===== src/rtl/keyboard_keymap_pkg.sv =====
// Shared definitions for the PS/2 set-2 keymap decoder.
//   PS2_EXT / PS2_BRK  : E0 extended prefix and F0 break prefix bytes
//   key_code_t         : {ext, code} key identity; ext=1 means E0-prefixed
//   DEFAULT_MAP        : Left arrow, Right arrow, Space, Esc (index 0..3)
//   kbd_state_t        : prefix tracking states
//   is_ignored()       : bytes dropped when no prefix is pending
package keymap_pkg;

    localparam logic [7:0] PS2_EXT = 8'hE0;
    localparam logic [7:0] PS2_BRK = 8'hF0;

    localparam logic [7:0] PS2_IGN_E1 = 8'hE1;
    localparam logic [7:0] PS2_IGN_AA = 8'hAA;
    localparam logic [7:0] PS2_IGN_FA = 8'hFA;
    localparam logic [7:0] PS2_IGN_FE = 8'hFE;
    localparam logic [7:0] PS2_IGN_00 = 8'h00;
    localparam logic [7:0] PS2_IGN_FF = 8'hFF;

    typedef struct packed {
        logic       ext;
        logic [7:0] code;
    } key_code_t;

    localparam key_code_t KEY_LEFT  = '{ext: 1'b1, code: 8'h6B};
    localparam key_code_t KEY_RIGHT = '{ext: 1'b1, code: 8'h74};
    localparam key_code_t KEY_SPACE = '{ext: 1'b0, code: 8'h29};
    localparam key_code_t KEY_ESC   = '{ext: 1'b0, code: 8'h76};

    // Index 0 is the least significant entry.
    localparam key_code_t [3:0] DEFAULT_MAP = {KEY_ESC, KEY_SPACE, KEY_RIGHT, KEY_LEFT};

    typedef enum logic [1:0] {
        IDLE    = 2'd0,
        EXT     = 2'd1,
        BRK     = 2'd2,
        EXT_BRK = 2'd3
    } kbd_state_t;

    function automatic logic is_ignored(input logic [7:0] b);
        return (b == PS2_IGN_E1) || (b == PS2_IGN_AA) || (b == PS2_IGN_FA) ||
               (b == PS2_IGN_FE) || (b == PS2_IGN_00) || (b == PS2_IGN_FF);
    endfunction

endpackage


===== src/rtl/keyboard_keymap_if.sv =====
// Byte-in / key-state-out bundle between the PS/2 receiver side and the
// keymap decoder.
//   rx_data, rx_valid          : received scan-code byte and its strobe
//   key_held                   : per-key held level
//   key_press / key_release    : one-cycle edge pulses per key
//   seq_error                  : one-cycle pulse on timeout or bad prefix
// master = byte producer / key consumer, slave = decoder.
interface keyboard_keymap_if #(
    parameter int unsigned NUM_KEYS = 4
);
    logic [7:0]          rx_data;
    logic                rx_valid;
    logic [NUM_KEYS-1:0] key_held;
    logic [NUM_KEYS-1:0] key_press;
    logic [NUM_KEYS-1:0] key_release;
    logic                seq_error;

    modport master (
        output rx_data, rx_valid,
        input  key_held, key_press, key_release, seq_error
    );

    modport slave (
        input  rx_data, rx_valid,
        output key_held, key_press, key_release, seq_error
    );
endinterface


===== src/rtl/keyboard_keymap_match.sv =====
// Combinational key lookup: compares one {ext, code} against every
// KEY_CODES entry; all matching indices are flagged (duplicates allowed).
//   code_i : key identity being looked up
//   hit_o  : bit i set when KEY_CODES[i] equals code_i
module keyboard_keymap_match
    import keymap_pkg::*;
#(
    parameter int unsigned              NUM_KEYS  = 4,
    parameter key_code_t [NUM_KEYS-1:0] KEY_CODES = DEFAULT_MAP
) (
    input  key_code_t           code_i,
    output logic [NUM_KEYS-1:0] hit_o
);

    always_comb begin
        hit_o = '0;
        for (int unsigned i = 0; i < NUM_KEYS; i++) begin
            hit_o[i] = (KEY_CODES[i] == code_i);
        end
    end

endmodule


===== src/rtl/keyboard_keymap.sv =====
// PS/2 set-2 scan-code decoder tracking make/break and E0-extended
// sequences for NUM_KEYS configurable keys.
//   clk, rst_n : clock, synchronous active-low reset
//   bus        : keyboard_keymap_if slave (rx byte in; held/press/release/
//                seq_error out, all registered)
//   button_left, button_right : only with KEYBOARD_KEYMAP_LEGACY_EN defined;
//                mirror key_held[0] / key_held[1] (needs NUM_KEYS >= 2)
module keyboard_keymap
    import keymap_pkg::*;
#(
    parameter int unsigned              NUM_KEYS       = 4,
    parameter key_code_t [NUM_KEYS-1:0] KEY_CODES      = DEFAULT_MAP,
    parameter int unsigned              TIMEOUT_CYCLES = 2_000_000
) (
    input  logic                clk,
    input  logic                rst_n,
    keyboard_keymap_if.slave    bus
`ifdef KEYBOARD_KEYMAP_LEGACY_EN
    ,
    output logic                button_left,
    output logic                button_right
`endif
);

    localparam int unsigned CW = (TIMEOUT_CYCLES > 1) ? $clog2(TIMEOUT_CYCLES) : 1;
    localparam logic [CW-1:0] TO_LAST = CW'(TIMEOUT_CYCLES - 1);

    if (NUM_KEYS < 1 || NUM_KEYS > 16) begin : g_bad_num_keys
        $error("keyboard_keymap: NUM_KEYS must be 1..16");
    end

    kbd_state_t          state_q, state_d;
    logic [CW-1:0]       cnt_q, cnt_d;
    logic [NUM_KEYS-1:0] held_q, held_d;
    logic [NUM_KEYS-1:0] press_q, press_d;
    logic [NUM_KEYS-1:0] release_q, release_d;
    logic                err_q, err_d;

    key_code_t           lookup;
    logic [NUM_KEYS-1:0] hit;
    logic                do_make;
    logic                do_break;

    // Ext flag of the completing byte comes from the prefix already seen.
    assign lookup.ext  = (state_q == EXT) || (state_q == EXT_BRK);
    assign lookup.code = bus.rx_data;

    keyboard_keymap_match #(
        .NUM_KEYS  (NUM_KEYS),
        .KEY_CODES (KEY_CODES)
    ) u_match (
        .code_i (lookup),
        .hit_o  (hit)
    );

    always_comb begin
        state_d   = state_q;
        cnt_d     = cnt_q;
        held_d    = held_q;
        press_d   = '0;
        release_d = '0;
        err_d     = 1'b0;
        do_make   = 1'b0;
        do_break  = 1'b0;

        if (bus.rx_valid) begin
            // A byte always wins over a coincident timeout.
            cnt_d = '0;
            unique case (state_q)
                IDLE: begin
                    if (bus.rx_data == PS2_EXT)      state_d = EXT;
                    else if (bus.rx_data == PS2_BRK) state_d = BRK;
                    else if (!is_ignored(bus.rx_data)) do_make = 1'b1;
                end
                EXT: begin
                    if (bus.rx_data == PS2_BRK) state_d = EXT_BRK;
                    else if (bus.rx_data != PS2_EXT) begin
                        do_make = 1'b1;
                        state_d = IDLE;
                    end
                end
                BRK: begin
                    // A new prefix after F0 aborts the break and restarts.
                    if (bus.rx_data == PS2_EXT) begin
                        err_d   = 1'b1;
                        state_d = EXT;
                    end else if (bus.rx_data == PS2_BRK) begin
                        err_d   = 1'b1;
                        state_d = BRK;
                    end else begin
                        do_break = 1'b1;
                        state_d  = IDLE;
                    end
                end
                EXT_BRK: begin
                    if (bus.rx_data == PS2_EXT || bus.rx_data == PS2_BRK) begin
                        err_d = 1'b1;
                    end else begin
                        do_break = 1'b1;
                    end
                    state_d = IDLE;
                end
                default: state_d = IDLE;
            endcase
        end else if (state_q == IDLE) begin
            cnt_d = '0;
        end else if (cnt_q == TO_LAST) begin
            state_d = IDLE;
            err_d   = 1'b1;
            cnt_d   = '0;
        end else begin
            cnt_d = cnt_q + 1'b1;
        end

        if (do_make) begin
            press_d = hit & ~held_q;
            held_d  = held_q | hit;
        end
        if (do_break) begin
            release_d = hit & held_q;
            held_d    = held_q & ~hit;
        end
    end

    always_ff @(posedge clk) begin
        if (!rst_n) begin
            state_q   <= IDLE;
            cnt_q     <= '0;
            held_q    <= '0;
            press_q   <= '0;
            release_q <= '0;
            err_q     <= 1'b0;
        end else begin
            state_q   <= state_d;
            cnt_q     <= cnt_d;
            held_q    <= held_d;
            press_q   <= press_d;
            release_q <= release_d;
            err_q     <= err_d;
        end
    end

    assign bus.key_held    = held_q;
    assign bus.key_press   = press_q;
    assign bus.key_release = release_q;
    assign bus.seq_error   = err_q;

`ifdef KEYBOARD_KEYMAP_LEGACY_EN
    if (NUM_KEYS < 2) begin : g_bad_legacy
        $error("keyboard_keymap: KEYBOARD_KEYMAP_LEGACY_EN needs NUM_KEYS >= 2");
    end
    assign button_left  = held_q[0];
    assign button_right = held_q[1];
`endif

endmodule


===== src/flat_wrapper.sv =====
// flat-port wrapper written by rule: the top's interface ports become plain ports
module keyboard_keymap_flat import keymap_pkg::*;
#(
    parameter int unsigned              NUM_KEYS       = 4,
    parameter key_code_t [NUM_KEYS-1:0] KEY_CODES      = DEFAULT_MAP,
    parameter int unsigned              TIMEOUT_CYCLES = 2_000_000
)
  (clk, rst_n, bus_rx_data, bus_rx_valid, bus_key_held, bus_key_press, bus_key_release, bus_seq_error);
  keyboard_keymap_if #(.NUM_KEYS(NUM_KEYS)) bus_i ();
  input  logic clk;
  input  logic rst_n;
  input wire logic [$bits(bus_i.rx_data)-1:0] bus_rx_data;
  input wire logic [$bits(bus_i.rx_valid)-1:0] bus_rx_valid;
  output wire logic [$bits(bus_i.key_held)-1:0] bus_key_held;
  output wire logic [$bits(bus_i.key_press)-1:0] bus_key_press;
  output wire logic [$bits(bus_i.key_release)-1:0] bus_key_release;
  output wire logic [$bits(bus_i.seq_error)-1:0] bus_seq_error;
  assign bus_i.rx_data = bus_rx_data;
  assign bus_i.rx_valid = bus_rx_valid;
  assign bus_key_held = bus_i.key_held;
  assign bus_key_press = bus_i.key_press;
  assign bus_key_release = bus_i.key_release;
  assign bus_seq_error = bus_i.seq_error;
  keyboard_keymap #(.NUM_KEYS(NUM_KEYS), .KEY_CODES(KEY_CODES), .TIMEOUT_CYCLES(TIMEOUT_CYCLES)) u_core (.clk(clk), .rst_n(rst_n), .bus(bus_i));
endmodule

===== config.mk =====
export PLATFORM = sky130hd
export DESIGN_NAME = keyboard_keymap_flat
export DESIGN_NICKNAME = d
export VERILOG_FILES = /design/src/rtl/keyboard_keymap_pkg.sv /design/src/rtl/keyboard_keymap_if.sv /design/src/rtl/keyboard_keymap_match.sv /design/src/rtl/keyboard_keymap.sv /design/src/flat_wrapper.sv
export SDC_FILE = /design/constraint.sdc
export NUM_CORES = 1
export LEC_CHECK = 0
export BUFFER_PORTS_ARGS = -buffer_cell sky130_fd_sc_hd__buf_2
export CORE_MARGIN = 2
export CORE_UTILIZATION = 60
export CTS_CLUSTER_DIAMETER = 100
export DETAILED_ROUTE_END_ITERATION = 8
export PLACE_DENSITY = 0.79
export SLEW_MARGIN = 5
export SYNTH_ARGS = -nofsm -noshare
export SYNTH_HDL_FRONTEND = slang
export SYNTH_SLANG_ARGS = --single-unit

===== constraint.sdc =====
create_clock -name clk -period 4 [get_ports clk]
set_clock_uncertainty 0.05 [all_clocks]
set_input_delay 1 -clock clk [delete_from_list [all_inputs] [get_ports clk]]
set_output_delay 1 -clock clk [all_outputs]
set_load 0.03 [all_outputs]

==> results.cfg, run 1 <==
[synth]
netlist_area_sq_um = 1648
async_reset_ff_share_pct = 0
syn_inst = 179
synth_flop_cell = dfxtp_1
yosysUniqueCellTypes = 40
avgSynthCellArea_sq_um = 9.206
synth_nets = 191
synth_edf_count = 0
yosys_warnings = 0
ys_seq_area_share_pct = 43.74
synth_seq_cells = 36

[critical_path]
cp_data_arrival_time_ns = 2.68
worstPathRequired_ns = 4.20
crit_path_start_kind = input pin
cp_max_fo = 5
max_stage_delay_ns = 0.71
cp_slowest_cell = or4b_2
endpoint_kind = flop
critical_path_class = input pin to flop
cp_top_family = simple AND/OR/NAND/NOR gates
crit_buf_inv = 1
worstPathCellList = buf_2 > or4b_2 > nor3_1 > a21oi_1 > a311oi_1

[detailed_routing]
vias_per_cell = 6.220
vias = 1468
drt_pre_antenna_iters = 4
ant_nets = 0
drt_iter0_markers = 136
wirelength_mm = 3.436
post_drt_wl_per_cell_um = 14.56
drc = 0

[final_layout]
final_area_sq_um = 1843
diodes = 0
drive_gt1_share_pct = 22.44
final_util_pct = 68.61
finalNetCount = 216
area_growth_pct = 11.85
fin_cells = 236

[floorplanning]
die-area_sq_um = 3182
start_util_pct = 61.34
fp.dieW_um = 56.41
chipHeight_um = 56.41
core_sq_um = 2686
rows = 19
ios = 24

[clocking]
clock_sinks = 36
post_cts_buffers = 0
clk_latency_ns = 0.34
cts_max_level = 2
root_buffer = clkbuf_4
clk_pin_slew_ns = 0.11
cts_resized = 0
cts_tree = yes
numCtsBuffers = 5
hold_buffers = 0
clockBufferDepth = 2

[grt]
grt-ovfl-total = 0
grt_max_degree = 22
grt_pass1_vias = 1437
grt_pass1_wl_mm = 6.065
antenna_found_initial = 0
grt_usage_pct = 24.65

[timing]
tightest_slew_ns = 0.6892
tns_ns = 0
holdWs_ns = 0.4387
hold_viol = 0
rsz0062_at_grt = false
finalCritPeriodShare_pct = 61.99
finalMaxSlewViolations = 0
fmax_ghz = 0.4033
slew_headroom_pct = 53.83
period_needed_ns = 2.480
setup_viol = 0

[pwr]
vdd_ir_drop_max_mv = 0.2996
p_leak_uw = 0.0006397
pwr_density_cell_nw_per_um2 = 341.2

[placement]
place_area_sq_um = 1767
io_buffers = 23
place_congestion = 0.8861
hpwl_mm = 2.439
place_inst = 228

[status]
outcome = finished, final reports clean

[job]
cap_violations = 0

[min_path]
hp-class = flop to flop
[cells in the mapped netlist, types with 4 or more instances]
library cell	instances	area [sq um]
nor4_1	5	31.28
nor2_1	9	33.78
nor2_2	10	62.56
inv_1	7	26.28
and3_1	4	25.02
dfxtp_1	36	720.7
xnor2_1	8	70.07
nand3_1	11	55.05
nor3_1	5	25.02
xor2_1	5	43.79
or3_1	10	62.56
a21oi_1	12	60.06
o21ai_0	7	35.03
nand2_1	9	33.78
[worst paths after layout]
kind	slack (ns)	cells past startpoint	end	start
worst max-delay path	1.52	5	flop	bus_rx_data[1]
worst min-delay path	0.44	1	u_core.bus.key_press[2]$_SDFF_PN0_	flop
worst max register to register	1.62	4	u_core.cnt_q[7]$_SDFF_PP0_	u_core.cnt_q[11]$_SDFF_PP0_
worst min register to register	0.44	1	u_core.bus.key_press[2]$_SDFF_PN0_	flop
[logic make-up after synthesis]
logic type	after synthesis	share of synthesized area [%]
AO/OA/AOI/OAI	29	11.39
XOR/XNOR	13	6.910
adder cells (fa/ha/maj)	1	0.7592
buffers and inverters	12	3.721
flip-flops	36	43.74
AND/OR/NAND/NOR	88	33.48
[final cells by class]
| cell class | count | area [sq um] |
|---|---|---|
| clock buffers | 6 | 41.29 |
| clock inverters | 2 | 35.03 |
| fillers | 221 | 843.3 |
| inverters | 7 | 26.28 |
| multi-input cells | 131 | 865.8 |
| flip-flops and latches | 36 | 720.7 |
| well taps | 31 | 38.79 |
| repair buffers | 23 | 115.1 |
[cell usage in the layout, fill, tap and decap left out, types with 5 or more instances in the layout]
cell type,instances
inv_1,7
nor4_1,5
clkbuf_4,5
o21ai_0,7
xnor2_1,8
dfxtp_1,36
or3_1,10
nor2_1,9
nor2_2,10
nor3_1,5
buf_2,23
a21oi_1,12
nand2_1,9
nand3_1,11
xor2_1,5
[report_power, final]
group / internal [uW] / switching (uW) / total (uW)
combinational: 7.82 / 12.1 / 19.9
clock: 131 / 119 / 250
sequential: 358 / 0.166 / 358
[routing by layer]
metal,track usage [%],vias to the layer above,share of wire [%]
li1,-,705,-
met1,25.66,687,41
met2,43.70,63,51
met3,8.065,13,6.3
met4,12.93,0,2.2
met5,0,-,0
[metrics by stage]
step           total power (uW)  setup WS, ns
2_1_floorplan             375.8         1.513
3_3_place_gp              385.0         1.281
3_5_place_dp              385.7         1.196
4_1_cts                   635.5         1.546
5_1_grt                   655.7         1.419
6_report                  628.8         1.520
(Power assumes the default switching activity.)
==> run 2: changes to the inputs <==
--- a/config.mk
+++ b/config.mk
@@ -5,12 +5,13 @@
 export SDC_FILE = /design/constraint.sdc
 export NUM_CORES = 1
 export LEC_CHECK = 0
+export ABC_AREA = 1
 export BUFFER_PORTS_ARGS = -buffer_cell sky130_fd_sc_hd__buf_2
 export CORE_MARGIN = 2
-export CORE_UTILIZATION = 60
+export CORE_UTILIZATION = 57
 export CTS_CLUSTER_DIAMETER = 100
 export DETAILED_ROUTE_END_ITERATION = 8
-export PLACE_DENSITY = 0.79
+export PLACE_DENSITY = 0.75
 export SLEW_MARGIN = 5
 export SYNTH_ARGS = -nofsm -noshare
 export SYNTH_HDL_FRONTEND = slang
==> constraint.sdc (replaced) <==
create_clock -name clk -period 2.4 [get_ports clk]
set_clock_uncertainty 0.05 [all_clocks]
set_input_delay 0.6 -clock clk [delete_from_list [all_inputs] [get_ports clk]]
set_output_delay 0.6 -clock clk [all_outputs]
set_load 0.03 [all_outputs]
==> run 2 against run 1 <==
  * Via count is 16% higher
  * Non-clock buffer count stayed put
  * Cell count is 44% higher
  * Design area is 12% higher
  * Power is 55% higher
  * Worst hold slack worse by 0.044 ns
  * Synthesized cell count is 49% higher
  * Synthesized area is 13% higher
  * Worst setup slack worse by 0.99 ns
  * Critical path type is now flop to flop
  * Largest power group unchanged
==> results.cfg, run 2 <==
[final_layout]
area_growth_pct = 11.16
multi_input_area_sq_um = 955.9
regArea_sq_um = 720.7
layout_commonest_cell = nand2_1
mostFrequentLayoutCells = nand2_1 (48), inv_1 (42), nor2_1 (41)
drive_gt1_share_pct = 18.98
final_util_pct = 67.24
fin_cells = 339
fillerInstances = 284
final_area_sq_um = 2069
finalNetCount = 306
diodes = 0

[synth]
syn_inst = 267
synth_area_leaders = dfxtp_1 (39%), nand2_1 (9.7%), inv_1 (8.5%)
synth_seq_cells = 36
avgSynthCellArea_sq_um = 6.973
synthTopCellsByCount = nand2_1 (48), inv_1 (42), nor2_1 (41)
synth_edf_count = 0
yosysUniqueCellTypes = 32
ys_seq_area_share_pct = 38.71
synth_nets = 279
synth_top_area_cell = dfxtp_1
yosys_warnings = 0
async_reset_ff_share_pct = 0
netlist_area_sq_um = 1862
post-synth-top-count-cell = nand2_1
synth_flop_cell = dfxtp_1
synth_top_area_share_pct = 38.71

[clocking]
cts_max_level = 2
clk_latency_ns = 0.34
clockBufferDepth = 2
numCtsBuffers = 5
clk_pin_slew_ns = 0.12
post_cts_buffers = 0
root_buffer = clkbuf_4
hold_buffers = 0
cts_resized = 0
cts_tree = yes
clock_sinks = 36

[grt]
grt_usage_pct = 22.01
antenna_found_initial = 0
use_met2_pct = 39.06
use_met3_pct = 5.252
grt_pass1_vias = 1560
grt-ovfl-total = 0
grtUsageMet1_pct = 25.61
grt_pass1_wl_mm = 6.210
grt_max_degree = 17
busiest_layer = met2

[detailed_routing]
vias = 1696
ant_nets = 0
wirelength_mm = 3.541
post_drt_wl_per_cell_um = 10.45
vias_per_cell = 5.003
drt_iter0_markers = 171
drt_pre_antenna_iters = 5
drc = 0

[job]
cap_violations = 0

[pwr]
clkPwrFrac_pct = 33.6
vdd_ir_drop_max_mv = 0.3858
p_sw_share_pct = 25.09
pwr-share-comb_pct = 4.9
p_leak_uw = 0.0008281
p_seq_share_pct = 61.5
pwr_density_cell_nw_per_um2 = 470.6
p_int_uw = 729.5
netSwitchingPower_uw = 244.4

[status]
outcome = finished, final reports clean

[critical_path]
worstPathRequired_ns = 2.57
endpoint_kind = flop
r2r_cells = 8
rrSetupSlack_ns = 0.53
critical_path_class = flop to flop
r2r-end = u_core.cnt_q[4]$_SDFF_PP0_
r2r-start = u_core.cnt_q[0]$_SDFF_PP0_
cp_max_fo = 16
crit_path_start_kind = flop
cp_data_arrival_time_ns = 2.05

[timing]
rsz0062_at_grt = false
finalMaxSlewViolations = 0
hold_viol = 0
worst_slack_ns = 0.5268
fmax_ghz = 0.5338
setup_viol = 0
finalCritPeriodShare_pct = 78.05
period_needed_ns = 1.873
slew_headroom_pct = 77.45
tns_ns = 0
tightest_slew_ns = 0.3371

[placement]
place_congestion = 0.8165
place_area_sq_um = 2008
place_inst = 331
place_worst_setup_slack_ns = 0.4730
io_buffers = 23
hpwl_mm = 2.752

[min_path]
hold_path_end = u_core.bus.key_press[0]$_SDFF_PN0_
hold_path_depth = 1
hp-class = flop to flop

[floorplanning]
core_sq_um = 3078
rows = 20
fp.dieW_um = 61.15
start_util_pct = 60.49
die-area_sq_um = 3739
ios = 24
chipHeight_um = 61.15
-- run 2: changes by cell type after synthesis, sizes merged, moves of 10 or more --
cell	before	now
inv	7	43
nand2	9	52
nand3	11	23
nor2	19	47
nor3	5	15
or3	10	0
-- run 2: power groups by stage --
stage / logic (uW) / registers (uW) / clock network, uW
floorplan: 27.6 / 613 / 0
global placement: 46.8 / 612 / 0
detailed placement: 47.3 / 612 / 0
CTS: 47.4 / 599 / 341
global route: 55.1 / 599 / 369
finish: 47.7 / 599 / 327
-- run 2: area by class of cell --
| type | instances | area share [%] |
|---|---|---|
| multi-input combinational | 185 | 46.19 |
| sequential | 36 | 34.82 |
| inverter | 43 | 7.799 |
| timing repair buffer | 23 | 5.562 |
| tap | 44 | 2.660 |
| clock buffer | 5 | 1.814 |
| clock inverter | 3 | 1.149 |
-- run 2: how the worst max path moves through the flow --
stage	startpoint	end	slack, ns
floorplan	bus_rx_data[1]	u_core.state_q[1]$_SDFFE_PN0P_	0.81
global placement	rst_n	u_core.cnt_q[15]$_SDFF_PP0_	0.53
detailed placement	rst_n	u_core.cnt_q[4]$_SDFF_PP0_	0.47
CTS	u_core.cnt_q[0]$_SDFF_PP0_	u_core.cnt_q[4]$_SDFF_PP0_	0.53
global route	u_core.cnt_q[0]$_SDFF_PP0_	u_core.cnt_q[4]$_SDFF_PP0_	0.32
finish	u_core.cnt_q[0]$_SDFF_PP0_	u_core.cnt_q[4]$_SDFF_PP0_	0.53
-- run 2: layer usage --
| metal | share of wire (%) | wire (um) |
|---|---|---|
| met1 | 44 | 1570 |
| met2 | 50 | 1766 |
| met3 | 5.2 | 183 |
| met4 | 0.59 | 21 |
| met5 | 0 | 0 |
-- run 2: metrics by stage --
step | total power (uW) | hold slack [ns]
2_1_floorplan | 640.9 | 0.3673
5_1_grt | 1023 | 0.4237
6_report | 973.9 | 0.3947
3_3_place_gp | 659.0 | 0.3754
4_1_cts | 987.0 | 0.3987
3_5_place_dp | 659.5 | 0.3788
-- run 2: kinds of logic (layout without fill, tap and decap cells) --
family	after synthesis	in the layout	synth area share, %
flip-flops	36	36	38.71
AO/OA/AOI/OAI	33	33	10.01
XOR/XNOR	4	4	1.882
adder cells (fa/ha/maj)	1	1	0.6719
buffers and inverters	46	74	9.946
AND/OR/NAND/NOR	147	147	38.78
-- run 2: worst max-delay path: stages, from the launching register on --
cell and delay, ns:
dfxtp_1 0.36, ha_1 0.20, nand3_2 0.14, nor3_4 0.28, nand3_2 0.14, nand2_2 0.29, inv_2 0.11, o21ai_0 0.10
a21oi_1 0.07
